**src/rtl/iob_spi_flash_arb.sv**
```systemverilog
// Shares one spi_master_fl core between the cache read port and the software command port.
// One transaction at a time; all core inputs and requester outputs come straight from flops.
module iob_spi_flash_arb #(
  parameter int unsigned ADDR_W          = 24,
  parameter int unsigned DATA_W          = 32,
  parameter logic [31:0] CACHE_COMMAND   = 32'h0000_2003,
  parameter logic [31:0] CACHE_COMMANDTP = 32'h0000_0001,
  parameter int unsigned MAX_CACHE_BURST = 4,
  parameter int unsigned START_TO        = 15
) (
  input  logic              clk_i,
  input  logic              rst_n_i,
  input  logic              cache_valid_i,
  input  logic [ADDR_W-1:0] cache_addr_i,
  output logic [DATA_W-1:0] cache_rdata_o,
  output logic              cache_ready_o,
  input  logic              sw_valid_i,
  input  logic [31:0]       sw_addr_i,
  input  logic [DATA_W-1:0] sw_datain_i,
  input  logic [31:0]       sw_command_i,
  input  logic [31:0]       sw_commandtp_i,
  output logic [DATA_W-1:0] sw_rdata_o,
  output logic              sw_ready_o,
  output logic              sw_err_o,
  output logic              busy_o,
  output logic              fl_valid_o,
  output logic [31:0]       fl_address_o,
  output logic [DATA_W-1:0] fl_datain_o,
  output logic [31:0]       fl_command_o,
  output logic [31:0]       fl_commandtp_o,
  input  logic              fl_tready_i,
  input  logic [DATA_W-1:0] fl_dataout_i
);

  localparam logic [3:0] MaxBurst = 4'(MAX_CACHE_BURST);
  localparam logic [7:0] StartTo  = 8'(START_TO);

  typedef enum logic [2:0] {StIdle, StIssue, StWaitBusy, StWaitDone, StResp} state_e;

  state_e            state_q, state_d;
  logic              owner_sw_q, owner_sw_d;
  logic [3:0]        streak_q, streak_d;
  logic [7:0]        to_cnt_q, to_cnt_d;
  logic              timeout_q, timeout_d;
  logic              fl_valid_q, fl_valid_d;
  logic [31:0]       fl_address_q, fl_address_d;
  logic [DATA_W-1:0] fl_datain_q, fl_datain_d;
  logic [31:0]       fl_command_q, fl_command_d;
  logic [31:0]       fl_commandtp_q, fl_commandtp_d;
  logic              cache_ready_q, cache_ready_d;
  logic [DATA_W-1:0] cache_rdata_q, cache_rdata_d;
  logic              sw_ready_q, sw_ready_d;
  logic [DATA_W-1:0] sw_rdata_q, sw_rdata_d;
  logic              sw_err_q, sw_err_d;
  logic              busy_q, busy_d;

  logic              sw_win;
  logic              resp_go;
  logic              resp_to;
  logic [DATA_W-1:0] resp_data;

  // Cache has priority unless software has watched MAX_CACHE_BURST cache grants go by.
  assign sw_win = sw_valid_i && (!cache_valid_i || (streak_q == MaxBurst));

  always_comb begin
    state_d        = state_q;
    owner_sw_d     = owner_sw_q;
    streak_d       = streak_q;
    to_cnt_d       = to_cnt_q;
    timeout_d      = timeout_q;
    fl_valid_d     = 1'b0;
    fl_address_d   = fl_address_q;
    fl_datain_d    = fl_datain_q;
    fl_command_d   = fl_command_q;
    fl_commandtp_d = fl_commandtp_q;
    cache_ready_d  = 1'b0;
    cache_rdata_d  = '0;
    sw_ready_d     = 1'b0;
    sw_rdata_d     = '0;
    sw_err_d       = sw_err_q;
    resp_go        = 1'b0;
    resp_to        = 1'b0;
    resp_data      = '0;

    unique case (state_q)
      StIdle: begin
        if (!sw_valid_i) streak_d = '0;
        if (cache_valid_i || sw_valid_i) begin
          state_d    = StIssue;
          fl_valid_d = 1'b1;
          to_cnt_d   = '0;
          timeout_d  = 1'b0;
          if (sw_win) begin
            owner_sw_d     = 1'b1;
            streak_d       = '0;
            sw_err_d       = 1'b0;
            fl_address_d   = sw_addr_i;
            fl_datain_d    = sw_datain_i;
            fl_command_d   = sw_command_i;
            fl_commandtp_d = sw_commandtp_i;
          end else begin
            owner_sw_d     = 1'b0;
            fl_address_d   = 32'(cache_addr_i);
            fl_datain_d    = '0;
            fl_command_d   = CACHE_COMMAND;
            fl_commandtp_d = CACHE_COMMANDTP;
            if (sw_valid_i && (streak_q != MaxBurst)) streak_d = streak_q + 4'd1;
          end
        end
      end
      StIssue: state_d = StWaitBusy;
      StWaitBusy: begin
        if (!fl_tready_i) begin
          state_d = StWaitDone;
        end else if (to_cnt_q == StartTo) begin
          // Core never acknowledged the start: answer with zero data and flag it.
          state_d   = StResp;
          timeout_d = 1'b1;
          resp_go   = 1'b1;
          resp_to   = 1'b1;
        end else begin
          to_cnt_d = to_cnt_q + 8'd1;
        end
      end
      StWaitDone: begin
        if (fl_tready_i) begin
          state_d   = StResp;
          resp_go   = 1'b1;
          resp_data = fl_dataout_i;
        end
      end
      StResp:  state_d = StIdle;
      default: state_d = StIdle;
    endcase

    if (resp_go) begin
      if (owner_sw_q) begin
        sw_ready_d = 1'b1;
        sw_rdata_d = resp_data;
        if (resp_to) sw_err_d = 1'b1;
      end else begin
        cache_ready_d = 1'b1;
        cache_rdata_d = resp_data;
      end
    end

    busy_d = (state_d != StIdle);
  end

  always_ff @(posedge clk_i) begin
    if (!rst_n_i) begin
      state_q        <= StIdle;
      owner_sw_q     <= 1'b0;
      streak_q       <= '0;
      to_cnt_q       <= '0;
      timeout_q      <= 1'b0;
      fl_valid_q     <= 1'b0;
      fl_address_q   <= '0;
      fl_datain_q    <= '0;
      fl_command_q   <= '0;
      fl_commandtp_q <= '0;
      cache_ready_q  <= 1'b0;
      cache_rdata_q  <= '0;
      sw_ready_q     <= 1'b0;
      sw_rdata_q     <= '0;
      sw_err_q       <= 1'b0;
      busy_q         <= 1'b0;
    end else begin
      state_q        <= state_d;
      owner_sw_q     <= owner_sw_d;
      streak_q       <= streak_d;
      to_cnt_q       <= to_cnt_d;
      timeout_q      <= timeout_d;
      fl_valid_q     <= fl_valid_d;
      fl_address_q   <= fl_address_d;
      fl_datain_q    <= fl_datain_d;
      fl_command_q   <= fl_command_d;
      fl_commandtp_q <= fl_commandtp_d;
      cache_ready_q  <= cache_ready_d;
      cache_rdata_q  <= cache_rdata_d;
      sw_ready_q     <= sw_ready_d;
      sw_rdata_q     <= sw_rdata_d;
      sw_err_q       <= sw_err_d;
      busy_q         <= busy_d;
    end
  end

  assign fl_valid_o     = fl_valid_q;
  assign fl_address_o   = fl_address_q;
  assign fl_datain_o    = fl_datain_q;
  assign fl_command_o   = fl_command_q;
  assign fl_commandtp_o = fl_commandtp_q;
  assign cache_ready_o  = cache_ready_q;
  assign cache_rdata_o  = cache_rdata_q;
  assign sw_ready_o     = sw_ready_q;
  assign sw_rdata_o     = sw_rdata_q;
  assign sw_err_o       = sw_err_q;
  assign busy_o         = busy_q;

endmodule

```
**config.mk**
```make
export PLATFORM = sky130hd
export DESIGN_NAME = iob_spi_flash_arb
export DESIGN_NICKNAME = d
export VERILOG_FILES = /design/src/rtl/iob_spi_flash_arb.sv
export SDC_FILE = /design/constraint.sdc
export NUM_CORES = 1
export LEC_CHECK = 0
export ABC_AREA = 1
export BUFFER_PORTS_ARGS = -buffer_cell sky130_fd_sc_hd__buf_2
export CORE_AREA = 2 2 149 151
export CTS_CLUSTER_DIAMETER = 60
export CTS_CLUSTER_SIZE = 40
export DETAILED_ROUTE_END_ITERATION = 8
export DIE_AREA = 0 0 151 153
export PLACE_DENSITY_LB_ADDON = 0.05
export SLEW_MARGIN = 0
export SYNTH_ARGS = -nofsm -noshare
export SYNTH_HDL_FRONTEND = slang
export SYNTH_SLANG_ARGS = --single-unit
```
**constraint.sdc**
```tcl
create_clock -name clk_i -period 1.9 [get_ports clk_i]
set_input_delay 0.095 -clock clk_i [delete_from_list [all_inputs] [get_ports clk_i]]
set_output_delay 0.095 -clock clk_i [all_outputs]
set_load 0.005 [all_outputs]
```
# Yosys cells after proc, flatten, opt, wreduce, memory -nomap -nowiden

Cells that the tools add are included.
Widths: inputs -> output; s select.

Reduce and logical (&&, ||, !) cells: 14
Bitwise gates (word level): 2
Add/subtract/negate cells: 2
Muxes and demuxes: 34
Equality and inequality tests: 9

Operators with widths:

| kind                | number |
|---|---|
| $mux 32             | 6 |
| $mux 8              | 3 |
| $mux 4              | 4 |
| $pmux 8 s2          | 1 |
| $mux 1              | 14 |
| $mux 3              | 4 |
| $pmux 3 s4          | 1 |
| $add 8x1->8 const B | 1 |
| $eq 8x4->1 const B  | 1 |
| $eq 3x2->1 const B  | 2 |
| $ne 2x2->1 const B  | 3 |
| $reduce_and 2->1    | 3 |
| $add 4x1->4 const B | 1 |
| $eq 4x3->1 const B  | 1 |
| $ne 4x3->1 const B  | 1 |
| $reduce_and 4->1    | 1 |
| $eq 3x1->1 const B  | 1 |
| $logic_not 3->1     | 1 |
| $reduce_and 3->1    | 1 |
| $reduce_bool 3->1   | 1 |
| $reduce_or 3->1     | 1 |
| $logic_and 1x1->1   | 2 |
| $logic_or 1x1->1    | 2 |
| $not 1->1           | 2 |
| other kinds (3)     | 3 |

Register bits: 213
Output and inout bits: 197
Word-level logic and storage cells: 76

# Depth between registers and ports, before layout

Depth in word-level cells: 9
Depth in mapped cells: 12
Depth with buffers taken out: 10

# Worst setup path after synthesis

Ideal clock, no wire load.

Kind: reg-to-reg
Start point: register streak_q[0]
End point: register fl_command_q[10] (netlist: fl_command_o[10])
Clock period less this slack: 1.560 ns
Stages on the path, launching flop included: 13
Library setup time: 0.059 ns
Path slack: 0.340 ns
Buffers on the path: 2
Arrival: 1.501 ns
Data required time: 1.841 ns
Cells stage by stage: dfxtp_1 > inv_1 > ha_1 > nand3_2 > nand2_1 > nand2_2 > nor2_4 > inv_2 > nor2_8 > buf_6 > buf_6 > nand2_1 > nand2_1

Cells in the longest elaborated chain, start to end: 4

Ends and longest elaborated chain:

| element                | RTL line | source |
|---|---|---|
| start, declared        | 42       | `logic [3:0] streak_q, streak_d;` |
| start signal, assigned | 171      | `streak_q <= streak_d;` |
| $eq 4x3->1             | 63       | `assign sw_win = sw_valid_i && (!cache_valid_i \|\| (streak_q == MaxBurst));` |
| $logic_or 1x1->1       | 63       |  |
| $logic_and 1x1->1      | 63       |  |
| $mux 32                | 93       | `if (sw_win) begin` |
| end signal, assigned   | 177      | `fl_command_q <= fl_command_d;` |
| end, declared          | 48       | `logic [31:0] fl_command_q, fl_command_d;` |

No other way between the ends.
A chain may end at the register's enable or synchronous reset.

# Final worst setup path

Start point: register streak_q[0]
End point: register fl_address_q[13] (netlist: fl_address_o[13])

Cells in the longest elaborated chain, start to end: 4

Ends and longest elaborated chain:

| element              | RTL line | source |
|---|---|---|
| $eq 4x3->1           | 63       |  |
| $logic_or 1x1->1     | 63       |  |
| $logic_and 1x1->1    | 63       |  |
| $mux 32              | 93       |  |
| end signal, assigned | 175      | `fl_address_q <= fl_address_d;` |
| end, declared        | 46       | `logic [31:0] fl_address_q, fl_address_d;` |

No other way between the ends.

==> results by group <==
Timing
  – Pins over their slew limit: 0
  – Setup ws final: between 0.1 and 0.15 ns
  – Min cycle time layout: 1.75 ns
  – Setup_tns: 0 ns
  – Hold Vio Cnt, Final: 0
  – Final Cycle Share: 0.923
  – Actual transition at the worst max-transition pin: 0.495 ns
  – Max-slew headroom: 0.667
  – Highest clock rate: 570 MHz
  – Final setup vio count: 0
  – Setup Skew: ~0.024 ns

Finish
  – Layout Utilization: 0.573
  – Synthesis-to-finish area growth: 64.3%
  – Diode count: 0
  – Most frequent cells in the layout: 408 x nand2_1, 384 x buf_2, 213 x dfxtp_1, 186 x dlygate4sd3_1, 96 x inv_1
  – # fillers: about 2,000
  – Final net count: roughly 1,700
  – Layout cells sized above 1: 0.292
  – Finished Layout Cells: between 1,500 and 2,000
  – Most common cell after layout, fill and taps aside: nand2_1

Routing
  – Post-DRT Antenna Nets: 0
  – Max Used Layer: met4
  – Met2 WL post-DR: 12.5 mm
  – DRT Pass-1 Iters: 5
  – DRC: 0
  – WL met3: between 2 and 2.5 mm
  – Vias: 8,063
  – DRT met1 WL: approximately 11 mm
  – Vias per inst: between 4 and 5
  – Starting DRT DRC Count: 350
  – DRT Wirelength: 26.2 mm
  – Routed len/inst: ~14 um

Place
  – Final HPWL DP: between 15 and 20 mm
  – Pre-CTS setup slack: 0.211 ns
  – Routability cong.: ~0.81
  – Placed cells: 1,595
  – IO Port Bufs: just under 400

Power and ir drop
  – Pwr per Cell Area: a little under 900 nW/um^2
  – VDD IR max: around 0.00065 V
  – Pleak: between 6 and 7 nW
  – Final Power: roughly 11 mW

Synthesis
  – Sequential-to-total area share from yosys stat: 0.569
  – Syn Inst Count: 966
  – Cell Area, Synth: ~7500 sq um
  – Mean post-synth cell area: ~7.8 sq um
  – Synth warn: 0
  – Number of distinct library cells after synthesis: 26
  – Syn Nets: between 1,000 and 1,500
  – #FFs+latches synth: approximately 210

Die
  – I/O Pins: roughly 390
  – Full die area: about 23,000 sq um
  – Initial core utilization: 0.349
  – Die width: about 150 um
  – Row Count: 54
  – CORE AREA: ~21,000 sq um
  – Chip height: roughly 150 um

Worst setup path
  – R2R Setup Slk: about 0.15 ns
  – Crit path arrival time: between 2 and 2.5 ns
  – R2R cell count: 10
  – Worst stage delay on the critical path: approximately 0.54 ns
  – CP max FO: 4
  – R2r endpoint: fl_address_o[13]
  – Cell Chain, Critical Path: inv_1, ha_1, nand3_2, nand2_2, nand2_2, nand2_1, nand2_1, dlygate4sd3_1, nand3_1, nand2_1
  – Critical Path Source Type: register
  – CP Capture Type: register
  – CP dominant cell by count: nand2_1
  – Slowest CP cell: dlygate4sd3_1
  – Worst r2r src: streak_q[0]
  – Critical setup path kind: register to register
  – Critical Path RT: around 2.4 ns

CTS
  – Root buffer cell: clkbuf_16
  – Post CTS Setup Buffer Count: 0
  – TritonCTS Sinks: 213
  – Htree depth: 1
  – CTS tree: yes
  – Total CTS buffers: 20
  – Clk_lat worst skew: roughly 0.5 ns
  – Reg clk slew, reported paths: approximately 0.08 ns
  – Max Root-Sink Buffers: 3

Min path
  – Hold EP: streak_q[1]
  – HP Class: input port to register
  – Cells on Worst Hold Path: 5
  – HP Start: sw_valid_i

Global routing
  – First-pass GRT wire length: between 40 and 50 mm
  – Largest net degree at the start of global routing: 98
  – GR Util All Layers: 0.217
  – GRT Residual Overflow: 0
  – Initial antenna violation count: 0
  – Number of global-route vias before repair: 7,867

Status
  – Run status: completed

Job
  – Number of max-cap violations: 0
==> stage by stage <==
stage                     hold slack, ns  cell area [sq um]
final                             0.0495              12300
after floorplan                    0.198               7490
after global placement             0.282               9720
after detailed placement           0.285               9720
after CTS                         0.0247              12300
after global routing              0.0711              12300
==> final cells by class <==
cell class                 count  area (sq um)  area share
clock inverter                13           190      0.0154
tap                          280           350      0.0285
sequential                   213          4260       0.346
multi-input combinational    601          2620       0.213
inverter                      99           373      0.0303
clock buffer                  22           529      0.0430
timing repair buffer         588          3980       0.323
==> state kept, by name, indices dropped and copies added (netlist names) <==
register / flops
cache_rdata_o: 32
sw_ready_o: 1
sw_rdata_o: 32
fl_datain_o: 32
fl_valid_o: 1
fl_command_o: 32
owner_sw_q: 1
to_cnt_q: 8
busy_o: 1
sw_err_o: 1
fl_address_o: 32
cache_ready_o: 1
fl_commandtp_o: 32
streak_q: 4
state_q: 3
==> critical path: cells and delay by family, from the launching register on <==
| family | cells | cell delay (ns) |
|---|---|---|
| adders and majority gates | 1 | 0.21 |
| buffers and inverters | 2 | 0.61 |
| DFF | 1 | 0.37 |
| and+or+nand+nor | 7 | 0.51 |
==> cells by family (layout without fill, tap and decap cells) <==
kind of cell | after synthesis | count (layout) | synth area share
adders and majority gates | 3 | 3 | 0.00501
AOI/OAI and AO/OA | 25 | 25 | 0.0177
and+or+nand+nor | 571 | 571 | 0.323
buffers and inverters | 152 | 722 | 0.0828
DFF | 213 | 213 | 0.569
xor gates and xnor gates | 2 | 2 | 0.00234
==> cell usage after synthesis (all sizes together) <==
master	n	area, sq um
clkinv	1	3.75
nor3	1	5.00
nand2	410	1540
nor3b	1	7.51
ha	3	37.5
clkbuf	32	120
o31ai	1	7.51
inv	98	368
buf	21	129
xor2	2	17.5
dfxtp	213	4260
o21bai	1	7.51
nand3	55	285
o21ai	11	55.1
o22ai	2	12.5
nand4	66	413
nor2	38	169
a21oi	10	50.1
==> worst max-delay path by stage <==
| stage | from | end | depth (start not counted) |
|---|---|---|---|
| floorplan | streak_q[0] | fl_command_o[10] | 12 |
| detailed placement | streak_q[0] | fl_address_o[17] | 11 |
| CTS | streak_q[1] | fl_address_o[13] | 9 |
| global placement | streak_q[0] | fl_address_o[3] | 11 |
| global route | streak_q[1] | fl_address_o[13] | 9 |
| finish | streak_q[0] | fl_address_o[13] | 10 |
==> power breakdown <==
| part | switching, mW | internal (mW) | total [mW] |
|---|---|---|---|
| clock network | 2.05 | 2.32 | 4.37 |
| registers | 0.130 | 4.71 | 4.84 |
| logic | 0.945 | 0.796 | 1.74 |
| total | 3.12 | 7.84 | 11.0 |
==> what timing repair did <==
item,CTS,global route
endpoints found under the hold margin,196,0
hold buffers,186,0
setup endpoints to repair,0,3
gates resized for setup,0,3
==> routing by layer <==
metal / up-vias / GRT usage
li1: 4118 / -
met1: 3579 / 0.254
met2: 319 / 0.382
met3: 47 / 0.0588
met4: 0 / 0.0694
met5: - / 0
Note: power is estimated with default switching activity, not from simulation.
